--- config.mk ---
export PLATFORM = sky130hd
export DESIGN_NAME = eth_pad_shifter_flat
export DESIGN_NICKNAME = d
export VERILOG_FILES = /design/src/rtl/eth_pad_shifter_pkg.sv /design/src/rtl/eth_pad_shifter_if.sv /design/src/rtl/eth_pad_shifter.sv /design/src/flat_wrapper.sv
export SDC_FILE = /design/constraint.sdc
export NUM_CORES = 1
export LEC_CHECK = 0
export BUFFER_PORTS_ARGS = -buffer_cell sky130_fd_sc_hd__buf_4
export CORE_MARGIN = 3
export CORE_UTILIZATION = 45
export DETAILED_ROUTE_END_ITERATION = 7
export PLACE_DENSITY_LB_ADDON = 0.1
export SLEW_MARGIN = 10
export SYNTH_ARGS = -nofsm -noshare
export SYNTH_HDL_FRONTEND = slang
export SYNTH_SLANG_ARGS = --single-unit
--- constraint.sdc ---
create_clock -name clk -period 1.7 [get_ports clk]
set_input_delay 0.34 -clock clk [delete_from_list [all_inputs] [get_ports clk]]
set_output_delay 0.34 -clock clk [all_outputs]
set_load 0.05 [all_outputs]
--- src/rtl/eth_pad_shifter_pkg.sv ---
// Shared definitions for eth_pad_shifter: FSM encoding and byte helpers.
//   bytes_valid : byte count of a last word from its tuser field (0 means full)
//   byte_mask   : mask with the low n bytes set, sized for the widest bus
package eth_pad_shifter_pkg;

  localparam int unsigned MAX_DWIDTH = 512;
  localparam int unsigned MAX_BYTES  = MAX_DWIDTH / 8;

  localparam logic [1:0] ST_FIRST = 2'd0;
  localparam logic [1:0] ST_BODY  = 2'd1;
  localparam logic [1:0] ST_EXTRA = 2'd2;

  // tuser==0 encodes a completely filled word
  function automatic int unsigned bytes_valid(input int unsigned tuser, input int unsigned b);
    return (tuser == 0) ? b : tuser;
  endfunction

  // Low n bytes (capped at b) set; callers truncate to their bus width
  function automatic logic [MAX_DWIDTH-1:0] byte_mask(input int unsigned n, input int unsigned b);
    logic [MAX_DWIDTH-1:0] m;
    m = '0;
    for (int unsigned i = 0; i < MAX_BYTES; i++) begin
      if (i < n && i < b) m[i*8 +: 8] = 8'hFF;
    end
    return m;
  endfunction

endpackage

--- src/rtl/eth_pad_shifter_if.sv ---
// AXI-Stream bundle used on both sides of eth_pad_shifter.
//   tdata/tuser/tlast/tvalid flow master->slave, tready flows slave->master.
interface eth_pad_shifter_if #(
  parameter int unsigned DWIDTH = 64,
  parameter int unsigned UWIDTH = $clog2(DWIDTH / 8)
);
  logic [DWIDTH-1:0] tdata;
  logic [UWIDTH-1:0] tuser;
  logic              tlast;
  logic              tvalid;
  logic              tready;

  modport master (output tdata, output tuser, output tlast, output tvalid, input tready);
  modport slave  (input tdata, input tuser, input tlast, input tvalid, output tready);
endinterface

--- src/rtl/eth_pad_shifter.sv ---
// Prepends PAD_BYTES zero bytes to every AXI-Stream frame so the payload after
// the Ethernet header lands word-aligned.
//   clk, reset : clock, synchronous active-high reset
//   clear      : synchronous flush, same effect as reset, wins over handshakes
//   s_axis     : input stream (slave side)
//   m_axis     : output stream (master side), one registered stage
module eth_pad_shifter
  import eth_pad_shifter_pkg::*;
#(
  parameter int unsigned DWIDTH    = 64,
  parameter int unsigned PAD_BYTES = 6,
  parameter int unsigned UWIDTH    = $clog2(DWIDTH / 8)
) (
  input  logic                clk,
  input  logic                reset,
  input  logic                clear,
  eth_pad_shifter_if.slave    s_axis,
  eth_pad_shifter_if.master   m_axis
);

  localparam int unsigned B      = DWIDTH / 8;
  localparam int unsigned P      = PAD_BYTES;
  localparam int unsigned SHIFT  = 8 * P;
  localparam int unsigned CSHIFT = 8 * (B - P);

  logic [1:0]        state_q, state_d;
  logic [DWIDTH-1:0] carry_q, carry_d;   // only the low P bytes are ever non-zero
  logic [UWIDTH-1:0] rem_q, rem_d;
  logic [DWIDTH-1:0] tdata_q, tdata_d;
  logic [UWIDTH-1:0] tuser_q, tuser_d;
  logic              tlast_q, tlast_d;
  logic              tvalid_q, tvalid_d;

  logic              adv_c;
  logic              ready_c;
  int unsigned       n_c;
  logic [DWIDTH-1:0] in_masked_c;

  // Next-state, shift/carry and output-register computation
  always_comb begin
    state_d  = state_q;
    carry_d  = carry_q;
    rem_d    = rem_q;
    tdata_d  = tdata_q;
    tuser_d  = tuser_q;
    tlast_d  = tlast_q;
    tvalid_d = tvalid_q;

    adv_c   = !tvalid_q || m_axis.tready;
    // Gated by reset/clear so nothing is handed over during a flush
    ready_c = adv_c && (state_q != ST_EXTRA) && !reset && !clear;

    n_c         = s_axis.tlast ? bytes_valid(32'(s_axis.tuser), B) : B;
    in_masked_c = s_axis.tdata & DWIDTH'(byte_mask(n_c, B));

    if (state_q == ST_EXTRA) begin
      // Overflow word: the leftover carry bytes of the last input word
      if (adv_c) begin
        tdata_d  = carry_q & DWIDTH'(byte_mask(32'(rem_q), B));
        tuser_d  = rem_q;
        tlast_d  = 1'b1;
        tvalid_d = 1'b1;
        state_d  = ST_FIRST;
      end
    end else if (s_axis.tvalid && ready_c) begin
      tdata_d  = (in_masked_c << SHIFT) | ((state_q == ST_BODY) ? carry_q : '0);
      carry_d  = (P == 0) ? '0 : (in_masked_c >> CSHIFT);
      tvalid_d = 1'b1;
      if (s_axis.tlast) begin
        if (n_c + P <= B) begin
          tlast_d = 1'b1;
          tuser_d = UWIDTH'((n_c + P) % B);
          state_d = ST_FIRST;
        end else begin
          tlast_d = 1'b0;
          tuser_d = '0;
          rem_d   = UWIDTH'(n_c + P - B);
          state_d = ST_EXTRA;
        end
      end else begin
        tlast_d = 1'b0;
        tuser_d = '0;
        state_d = ST_BODY;
      end
    end else if (adv_c) begin
      tvalid_d = 1'b0;
    end
  end

  // State and output registers; clear behaves exactly like reset
  always_ff @(posedge clk) begin
    if (reset || clear) begin
      state_q  <= ST_FIRST;
      carry_q  <= '0;
      rem_q    <= '0;
      tdata_q  <= '0;
      tuser_q  <= '0;
      tlast_q  <= 1'b0;
      tvalid_q <= 1'b0;
    end else begin
      state_q  <= state_d;
      carry_q  <= carry_d;
      rem_q    <= rem_d;
      tdata_q  <= tdata_d;
      tuser_q  <= tuser_d;
      tlast_q  <= tlast_d;
      tvalid_q <= tvalid_d;
    end
  end

  assign s_axis.tready = ready_c;
  assign m_axis.tdata  = tdata_q;
  assign m_axis.tuser  = tuser_q;
  assign m_axis.tlast  = tlast_q;
  assign m_axis.tvalid = tvalid_q;

endmodule
--- src/flat_wrapper.sv ---
// flat-port wrapper written by rule: the top's interface ports become plain ports
module eth_pad_shifter_flat import eth_pad_shifter_pkg::*;
#(
  parameter int unsigned DWIDTH    = 64,
  parameter int unsigned PAD_BYTES = 6,
  parameter int unsigned UWIDTH    = $clog2(DWIDTH / 8)
)
  (clk, reset, clear, s_axis_tdata, s_axis_tuser, s_axis_tlast, s_axis_tvalid, s_axis_tready, m_axis_tdata, m_axis_tuser, m_axis_tlast, m_axis_tvalid, m_axis_tready);
  eth_pad_shifter_if #(.DWIDTH(DWIDTH), .UWIDTH(UWIDTH)) s_axis_i ();
  eth_pad_shifter_if #(.DWIDTH(DWIDTH), .UWIDTH(UWIDTH)) m_axis_i ();
  input  logic clk;
  input  logic reset;
  input  logic clear;
  input wire logic [$bits(s_axis_i.tdata)-1:0] s_axis_tdata;
  input wire logic [$bits(s_axis_i.tuser)-1:0] s_axis_tuser;
  input wire logic [$bits(s_axis_i.tlast)-1:0] s_axis_tlast;
  input wire logic [$bits(s_axis_i.tvalid)-1:0] s_axis_tvalid;
  output wire logic [$bits(s_axis_i.tready)-1:0] s_axis_tready;
  output wire logic [$bits(m_axis_i.tdata)-1:0] m_axis_tdata;
  output wire logic [$bits(m_axis_i.tuser)-1:0] m_axis_tuser;
  output wire logic [$bits(m_axis_i.tlast)-1:0] m_axis_tlast;
  output wire logic [$bits(m_axis_i.tvalid)-1:0] m_axis_tvalid;
  input wire logic [$bits(m_axis_i.tready)-1:0] m_axis_tready;
  assign s_axis_i.tdata = s_axis_tdata;
  assign s_axis_i.tuser = s_axis_tuser;
  assign s_axis_i.tlast = s_axis_tlast;
  assign s_axis_i.tvalid = s_axis_tvalid;
  assign s_axis_tready = s_axis_i.tready;
  assign m_axis_tdata = m_axis_i.tdata;
  assign m_axis_tuser = m_axis_i.tuser;
  assign m_axis_tlast = m_axis_i.tlast;
  assign m_axis_tvalid = m_axis_i.tvalid;
  assign m_axis_i.tready = m_axis_tready;
  eth_pad_shifter #(.DWIDTH(DWIDTH), .PAD_BYTES(PAD_BYTES), .UWIDTH(UWIDTH)) u_core (.clk(clk), .reset(reset), .clear(clear), .s_axis(s_axis_i), .m_axis(m_axis_i));
endmodule
==> results of run 1 <==
[metrics by stage]
stage | instances | cell area [um2] | hold slack [ns] | total power, W | worst slack (ns)
after floorplan | 402 | 4350 | 0.432 | 0.00327 | 0.0645
after global placement | 671 | 5630 | 0.438 | 0.00350 | -0.0138
after detailed placement | 671 | 5630 | 0.447 | 0.00351 | -0.0426
after CTS | 705 | 6260 | 0.0177 | 0.00696 | 0.00415
after global routing | 707 | 6290 | 0.0218 | 0.00715 | 0.00149
final | 707 | 6290 | 0.0384 | 0.00690 | 0.0637
[placed cells by master, fill, tap and decap left out, types with 2 or more instances in the layout]
cell / instances
a21oi_1: 28
a21oi_2: 4
a22o_1: 80
a22oi_1: 8
a31oi_2: 2
buf_12: 3
buf_4: 166
bufinv_16: 2
clkbuf_16: 16
clkinv_2: 2
clkinv_4: 6
dfxtp_1: 120
ha_1: 2
inv_1: 3
inv_6: 4
mux2i_1: 3
nand2_1: 36
nand2b_1: 2
nand3_1: 29
nand3b_1: 3
nor2_1: 14
nor2_2: 2
nor2_4: 2
o211a_1: 2
o21a_1: 3
o21ai_0: 2
o21ai_2: 4
o221ai_1: 2
[worst min-delay path by stage]
stage | start | endpoint | cells after the start
2_1_floorplan | u_core.carry_q[10] | u_core.carry_q[10] | 2
3_3_place_gp | u_core.carry_q[15] | u_core.carry_q[15] | 2
3_5_place_dp | u_core.carry_q[15] | u_core.carry_q[15] | 2
4_1_cts | s_axis_tdata[37] | u_core.carry_q[21] | 2
5_1_grt | s_axis_tdata[9] | u_core.m_axis.tdata[57] | 2
6_report | s_axis_tdata[37] | u_core.carry_q[21] | 2
[Yosys cell counts, types with 2 or more instances]
| cell | count | area share |
|---|---|---|
| dfxtp_1 | 122 | 0.56 |
| a22o_1 | 80 | 0.16 |
| nand2_1 | 37 | 0.032 |
| a21oi_1 | 29 | 0.033 |
| nand3_1 | 29 | 0.033 |
| nor2_1 | 16 | 0.014 |
| buf_4 | 11 | 0.019 |
| a22oi_1 | 8 | 0.014 |
| buf_2 | 6 | 0.0069 |
| clkbuf_1 | 5 | 0.0043 |
| a21oi_2 | 4 | 0.0081 |
| buf_6 | 4 | 0.010 |
| nand2b_1 | 4 | 0.0058 |
| o21ai_2 | 4 | 0.0081 |
| inv_1 | 3 | 0.0026 |
| mux2i_1 | 3 | 0.0069 |
| nand3b_1 | 3 | 0.0052 |
| o21a_1 | 3 | 0.0052 |
| a31oi_2 | 2 | 0.0058 |
| ha_1 | 2 | 0.0058 |
| nor2_2 | 2 | 0.0029 |
| o211a_1 | 2 | 0.0046 |
| o21ai_0 | 2 | 0.0023 |
| o221ai_1 | 2 | 0.0040 |
[power by group]
| group | total (W) | switching (W) | internal [W] |
|---|---|---|---|
| clock network | 0.00345 | 0.00134 | 0.00211 |
| logic | 0.000517 | 0.000275 | 0.000241 |
| registers | 0.00294 | 0.0000295 | 0.00291 |
[critical path, cell delays in order, from the launching register on]
cell	delay, ns
dfxtp_2	0.33
nand2b_4	0.10
nand2_4	0.09
nor2_4	0.11
buf_8	0.16
[registers in the layout, indices dropped and copies added, names as in the netlist]
signal                cells
u_core.carry_q           48
u_core.m_axis.tdata      64
u_core.m_axis.tlast       1
u_core.m_axis.tuser       3
u_core.m_axis.tvalid      1
u_core.rem_q              3
u_core.state_q            2
[cells by family (layout without fill, tap and decap cells)]
logic type | after synthesis | in the layout
and+or+nand+nor | 100 | 100
adders and majority gates | 2 | 2
buffers and inverters | 29 | 205
muxes | 3 | 3
AOI/OAI and AO/OA | 146 | 146
DFF | 122 | 122
[cell type report]
type	count	share of cell area
well taps	129	0.0257
clock inverters	15	0.0263
flip-flops and latches	122	0.389
inverters	3	0.00179
multi-input cells	251	0.281
repair buffers	170	0.210
clock buffers	17	0.0659
[per-layer routing]
metal,up-vias,track usage,wire [um]
li1,1842,-,-
met1,1777,0.259,5010
met2,100,0.333,5320
met3,4,0.0596,550
met4,0,0.0608,60
met5,-,0,0
[timing repair]
action / CTS / global route
pin swaps: 2 / 1
gates resized for setup: 11 / 3
setup buffers: 3 / 2
endpoints found under the setup margin: 9 / 46
==> results.toml, run 1 <==
[clock_tree]
h-tree-depth = 4
clk_pin_slew_ns = 0.06
clk_latency_ns = 0.51
cts_buffers = 17
root_buffer = "clkbuf_8"
clock_path_buffers = 2
cts_tree = "done"
clkSinkCount = 122
holdBufCountCts = 0

[die]
dieHeight_um = 104
fp.dieW_um = 104
dieArea_mm2 = 0.0109
row_count = 35
start_util = 0.466
pin_count = 143
coreArea_mm2 = 0.00933

[setup_path]
critPathMaxFanout = 5
endpoint = "s_axis_tready"
worst_setup_path_start_kind = "flop"
cp-startpoint = "u_core.m_axis.tvalid"
critPathKind = "reg -> out"
r2r_end = "u_core.m_axis.tdata[39]"
critPathRequiredTime_ns = 1.36
r2r_setup_slack_ns = 0.07
crit_arrival_ns = 1.30
timing.rr.start = "u_core.state_q[1]"
rr_worst_depth = 6
setup.worst_path.end_class = "output port"

[timing]
maxSlewViolCount = 0
maxSlewHeadroom = 0.432
min_period_over_period = 0.963
max_freq_ghz = 0.611
setup_viol = 0
finalCriticalPeriod_ns = 1.64
tightest_slew_ns = 0.848
finalHoldViolCount = 0
fin_skew_ns = 0.0109
setup_tns_ns = 0
rsz0062_at_grt = "no"

[synthesis]
syn-cell-area_mm2 = 0.00435
yosysWarnings = 0
synthSimpleGateAreaFrac = 0.112
synth_compound_area_frac = 0.270
avgSynthCellArea_um2 = 10.8
seq_area_frac_synth = 0.562
yosysUniqueCellTypes = 43
async_flop_share = 0
synth_top_family_by_area = "compound AO/OA/AOI/OAI gates"
synth-adder-area-share = 0.00576
synthCells = 402
ys_seq_elements = 122
synth-edff-count = 0
synth_ff_type = "dfxtp_1"
synth_nets = 477
muxShareOfSynthArea = 0.00691
synthXorXnorAreaFrac = 0

[place]
port_buffers = 142
globalplace.congestion = 0.848
dp_hpwl_um = 7620

[routing]
viasPerCell = 5.27
drc = 0
finalWirelength_um = 10900
ant_nets = 0
dr_total_vias = 3723
first_iter_violations = 130
first_pass_iters = 4
wl_per_cell_um = 15.5

[global_route]
grt_first_pass_wirelength_um = 17900
antenna_found_initial = 0
grt_max_degree = 41
grt_usage = 0.203
grt_pass1_vias = 3611
grt-ovfl-total = 0

[power_and_ir_drop]
power_leakage_nw = 2.73
peakVddDrop_mv = 0.558
p_per_area_mw_per_mm2 = 1100

[cells_and_area]
nNetsFinal = 640
fillers = 764
antenna_cells = 0
drive_above_1_share = 0.393
areaGrowthSynthToFinish_pct = 44.7
register_area_mm2 = 0.00245
multi_input_area_mm2 = 0.00177
final_util = 0.674

[outcome]
status = "completed"

[min_path]
worstHoldPathType = "in -> reg"

[flow_run]
maxCapViolCount = 0
Note: power is estimated with default switching activity, not from simulation.
==> inputs of run 2 (changes only) <==
- CORE_MARGIN: 3 -> 5
==> run 2 against run 1 <==
Net effect:
- total power rose by 6.1%
- count of clock-buffer cells in the layout rose by 2
- non-clock buffer count rose by 1
- worst setup slack got worse by 0.0037 ns
- clock skew rose by 0.0037 ns
- utilization rose by 0.54 points
- largest power group unchanged
==> results.toml, run 2 (same netlist as run 1, synthesis figures left out) <==
[outcome]
status = "completed"

[global_route]
top_usage_layer = "met2"
grt_max_degree = 34
grt_use_met1 = 0.254
grt_use_met3 = 0.0591
grt_pass1_vias = 3833
grt_first_pass_wirelength_um = 18200
antenna_found_initial = 0
grt-ovfl-total = 0
use_met2 = 0.313
grt_usage = 0.195

[timing]
fin_skew_ns = 0.0146
max_freq_ghz = 0.610
finalCriticalPeriod_ns = 1.64
maxSlewHeadroom = 0.465
setup_viol = 0
maxSlewViolCount = 0
finalHoldViolCount = 0
min_period_over_period = 0.965
rsz0062_at_grt = "no"
worst_slack_ns = 0.0599
setup_tns_ns = 0
tightest_slew_ns = 0.799

[cells_and_area]
areaGrowthSynthToFinish_pct = 45.8
drive_above_1_share = 0.390
layout_common_cells = "168 x buf_4, 119 x dfxtp_1, 80 x a22o_1"
nNetsFinal = 641
fin_cells = 708
largest_reg_flops = 64
antenna_cells = 0
final_common_cell = "buf_4"
final_util = 0.679

[setup_path]
crit_arrival_ns = 2.09
setup.worst_path.end_class = "flop"
critPathMaxFanout = 8
worst_setup_path_start_kind = "flop"
critPathRequiredTime_ns = 2.15
critPathKind = "reg -> reg"

[routing]
ant_nets = 0
viasPerCell = 5.39
wl_per_cell_um = 16.1
dr_total_vias = 3817
drc = 0
first_iter_violations = 163
finalWirelength_um = 11400
first_pass_iters = 4

[clock_tree]
h-tree-depth = 4
root_buffer = "clkbuf_8"
cts_tree = "done"
clk_pin_slew_ns = 0.06
clock_path_buffers = 2
clkSinkCount = 122
clk_latency_ns = 0.51
cts_buffers = 17

[place]
pre_cts_slack_ns = -0.0244
port_buffers = 142
dp_hpwl_um = 8230
globalplace.congestion = 0.857
place_inst = 675

[die]
fp.dieW_um = 108
coreArea_mm2 = 0.00933
row_count = 35
dieArea_mm2 = 0.0117
dieHeight_um = 108
pin_count = 143
start_util = 0.466

[flow_run]
maxCapViolCount = 0

[power_and_ir_drop]
p_per_area_mw_per_mm2 = 1160
peakVddDrop_mv = 0.688
power.total_w = 0.00732
power_leakage_nw = 2.75

[min_path]
worstHoldPathType = "in -> reg"
## run 2: worst max-delay path, stage by stage, from the launching register on
cell and delay (ns):
dfxtp_2 0.34, buf_4 0.15, nand3b_1 0.25, o21a_1 0.16
nor2_1 0.47, a22o_1 0.22
## run 2: worst paths after layout
kind | end | start | slack [ns] | cells after the start
worst max-delay path | u_core.m_axis.tdata[19] | u_core.state_q[1] | 0.06 | 5
worst min-delay path | u_core.carry_q[34] | s_axis_tdata[50] | 0.04 | 2
worst max register to register | u_core.m_axis.tdata[19] | u_core.state_q[1] | 0.06 | 5
worst min register to register | u_core.carry_q[8] | u_core.carry_q[8] | 0.45 | 2
## run 2: cell type report
cell class,instances,area [um2]
fill,742,2990
timing repair buffer,171,1320
inverter,3,11.3
tap,129,161
clock buffer,19,432
sequential,122,2450
multi-input combinational,251,1750
clock inverter,13,218
## run 2: metal layers
layer	vias to the layer above	wire length (um)	share of wire
li1	1841	-	-
met1	1830	5180	0.45
met2	131	5340	0.47
met3	15	719	0.063
met4	0	152	0.013
met5	-	0	0
## run 2: timing repair
item | 4_1_cts | 5_1_grt
hold buffers | 0 | 0
endpoints found under the setup margin | 1 | 2
setup buffers | 1 | 1
resized for setup | 10 | 1
## run 2: report_power, final
part,internal (W),switching (W)
Clock,0.00258,0.00129
Sequential,0.00291,0.0000309
Combinational,0.000237,0.000276
## run 2: through the flow
stage,hold WS (ns),area [um2]
floorplan,0.432,4350
global placement,0.439,5650
detailed placement,0.447,5650
CTS,0.0172,6330
global route,0.0237,6340
finish,0.0420,6340
==> inputs of run 3 (changes only) <==
- clock period: 1.7 -> 1.6 ns (I/O delays scaled with it)
==> run 3 against run 2 <==
Net effect:
- via count grew 0.73%
- routed wire length rose by 4.7%
- clock skew about the same
- total power increased by 9.4%
- flip-flop and latch count stayed put
- non-clock buffer count rose by 20
- final cell count grew 2.8%
- the flow now finishes with violations (negative setup slack)
- utilization up 2.9 points
- worst setup slack worse by 0.18 ns
- combinational power grew 17%
- sequential power grew 6%
- hold slack got worse by 0.021 ns
- largest power group unchanged
==> results.toml, run 3 (same netlist as run 1, synthesis figures left out) <==
[outcome]
status = "finished with violations"
violations = "negative setup slack"

[timing]
maxSlewViolCount = 0
setup_viol = 12
rsz0062_at_grt = "yes"
max_freq_ghz = 0.580
finalCriticalPeriod_ns = 1.72
maxSlewHeadroom = 0.475
min_period_over_period = 1.08
tightest_slew_ns = 0.788
finalHoldViolCount = 0
fin_skew_ns = 0.0150
hold_ws_ns = 0.0208
worst_slack_ns = -0.125

[place]
port_buffers = 142
dp_hpwl_um = 8150
globalplace.congestion = 0.858
pre_cts_slack_ns = -0.187

[clock_tree]
h-tree-depth = 4
clock_path_buffers = 2
clk_latency_ns = 0.51
clk_pin_slew_ns = 0.06
cts_tree = "done"
clkSinkCount = 122
cts_buffers = 17
root_buffer = "clkbuf_8"

[setup_path]
path_buf_inv = 2
crit_arrival_ns = 1.40
crit_family = "flip-flops"
critPathKind = "reg -> out"
timing.rr.start = "u_core.state_q[0]"
slowest_stage = "dfxtp_2"
cpPeakStageDelay_ns = 0.39
cp_cell_sequence = "nor2b_4 > buf_6 > nor2_4 > buf_8"
critPathMaxFanout = 5
setup.worst_path.end_class = "output port"
worst_setup_path_start_kind = "flop"
r2r_setup_slack_ns = -0.05
critPathRequiredTime_ns = 1.28
cp-startpoint = "u_core.state_q[1]"

[cells_and_area]
fillers = 703
nNetsFinal = 661
final_common_cell = "buf_4"
largest_reg_flops = 64
final_util = 0.708
areaGrowthSynthToFinish_pct = 52.1
drive_above_1_share = 0.397
antenna_cells = 0
layout_common_cells = "174 x buf_4, 119 x dfxtp_1, 80 x a22o_1"

[routing]
first_pass_iters = 5
first_iter_violations = 230
dr_total_vias = 3845
wl_per_cell_um = 16.4
drc = 0
ant_nets = 0
finalWirelength_um = 11900
viasPerCell = 5.28

[global_route]
grt_pass1_vias = 3787
grt-ovfl-total = 0
grt_first_pass_wirelength_um = 18900
antenna_found_initial = 0
grt_max_degree = 41
grt_usage = 0.205

[die]
dieHeight_um = 108
pin_count = 143
row_count = 35
fp.dieW_um = 108
start_util = 0.466
coreArea_mm2 = 0.00933
dieArea_mm2 = 0.0117

[min_path]
hp-start = "s_axis_tdata[18]"
worstHoldPathType = "in -> reg"

[power_and_ir_drop]
power_leakage_nw = 2.87
p_per_area_mw_per_mm2 = 1210
peakVddDrop_mv = 0.736

[flow_run]
maxCapViolCount = 0
-- run 3: changes by cell type in the layout (fill, tap and decap cells not counted), sizes merged --
| cell | previous run | this run |
|---|---|---|
| bufinv | 5 | 6 |
| clkinv | 5 | 3 |
| dlygate4sd3 | 0 | 9 |
| clkbuf | 19 | 18 |
| buf | 171 | 182 |
| clkinvlp | 2 | 3 |
| inv | 4 | 5 |
-- run 3: repair_timing --
| action | in CTS | in global routing |
|---|---|---|
| pin swaps | 0 | 3 |
| hold buffers | 9 | 0 |
| setup buffers | 2 | 4 |
| gates resized for setup | 13 | 9 |
| hold endpoints to repair | 9 | 0 |
| endpoints found under the setup margin | 42 | 50 |
-- run 3: power breakdown --
part           switching, W  total, W  internal (W)
sequential        0.0000318   0.00313       0.00309
combinational      0.000312  0.000600      0.000288
clock               0.00139   0.00428       0.00290
total               0.00173   0.00801       0.00628
-- run 3: path summary, 6_finish.rpt --
check                                          endpoint  cells after the start
worst max-delay path                      s_axis_tready                      4
worst min-delay path                  u_core.carry_q[2]                      2
worst max register to register  u_core.m_axis.tdata[38]                      4
worst min register to register       u_core.carry_q[15]                      2
-- run 3: per-layer routing --
metal,GRT usage,wire (um)
met5,0,0
met4,0.0703,87
met3,0.0531,674
met2,0.343,5970
met1,0.256,5190
-- run 3: per-stage QoR --
step	instance area (um2)	setup TNS, ns	total power (W)	cells
finish	6610	-0.398	0.00801	728
global route	6610	-1.33	0.00828	728
CTS	6550	-0.654	0.00807	726
detailed placement	5720	-7.07	0.00374	683
global placement	5720	-4.16	0.00373	683
floorplan	4360	0	0.00347	402
-- run 3: layout make-up --
cell class,count,area [um2],share of cell area
clock inverter,14,243,0.0367
timing repair buffer,191,1520,0.230
multi-input combinational,251,1800,0.272
clock buffer,18,428,0.0648
tap,129,161,0.0244
inverter,3,11.3,0.00170
sequential,122,2450,0.370
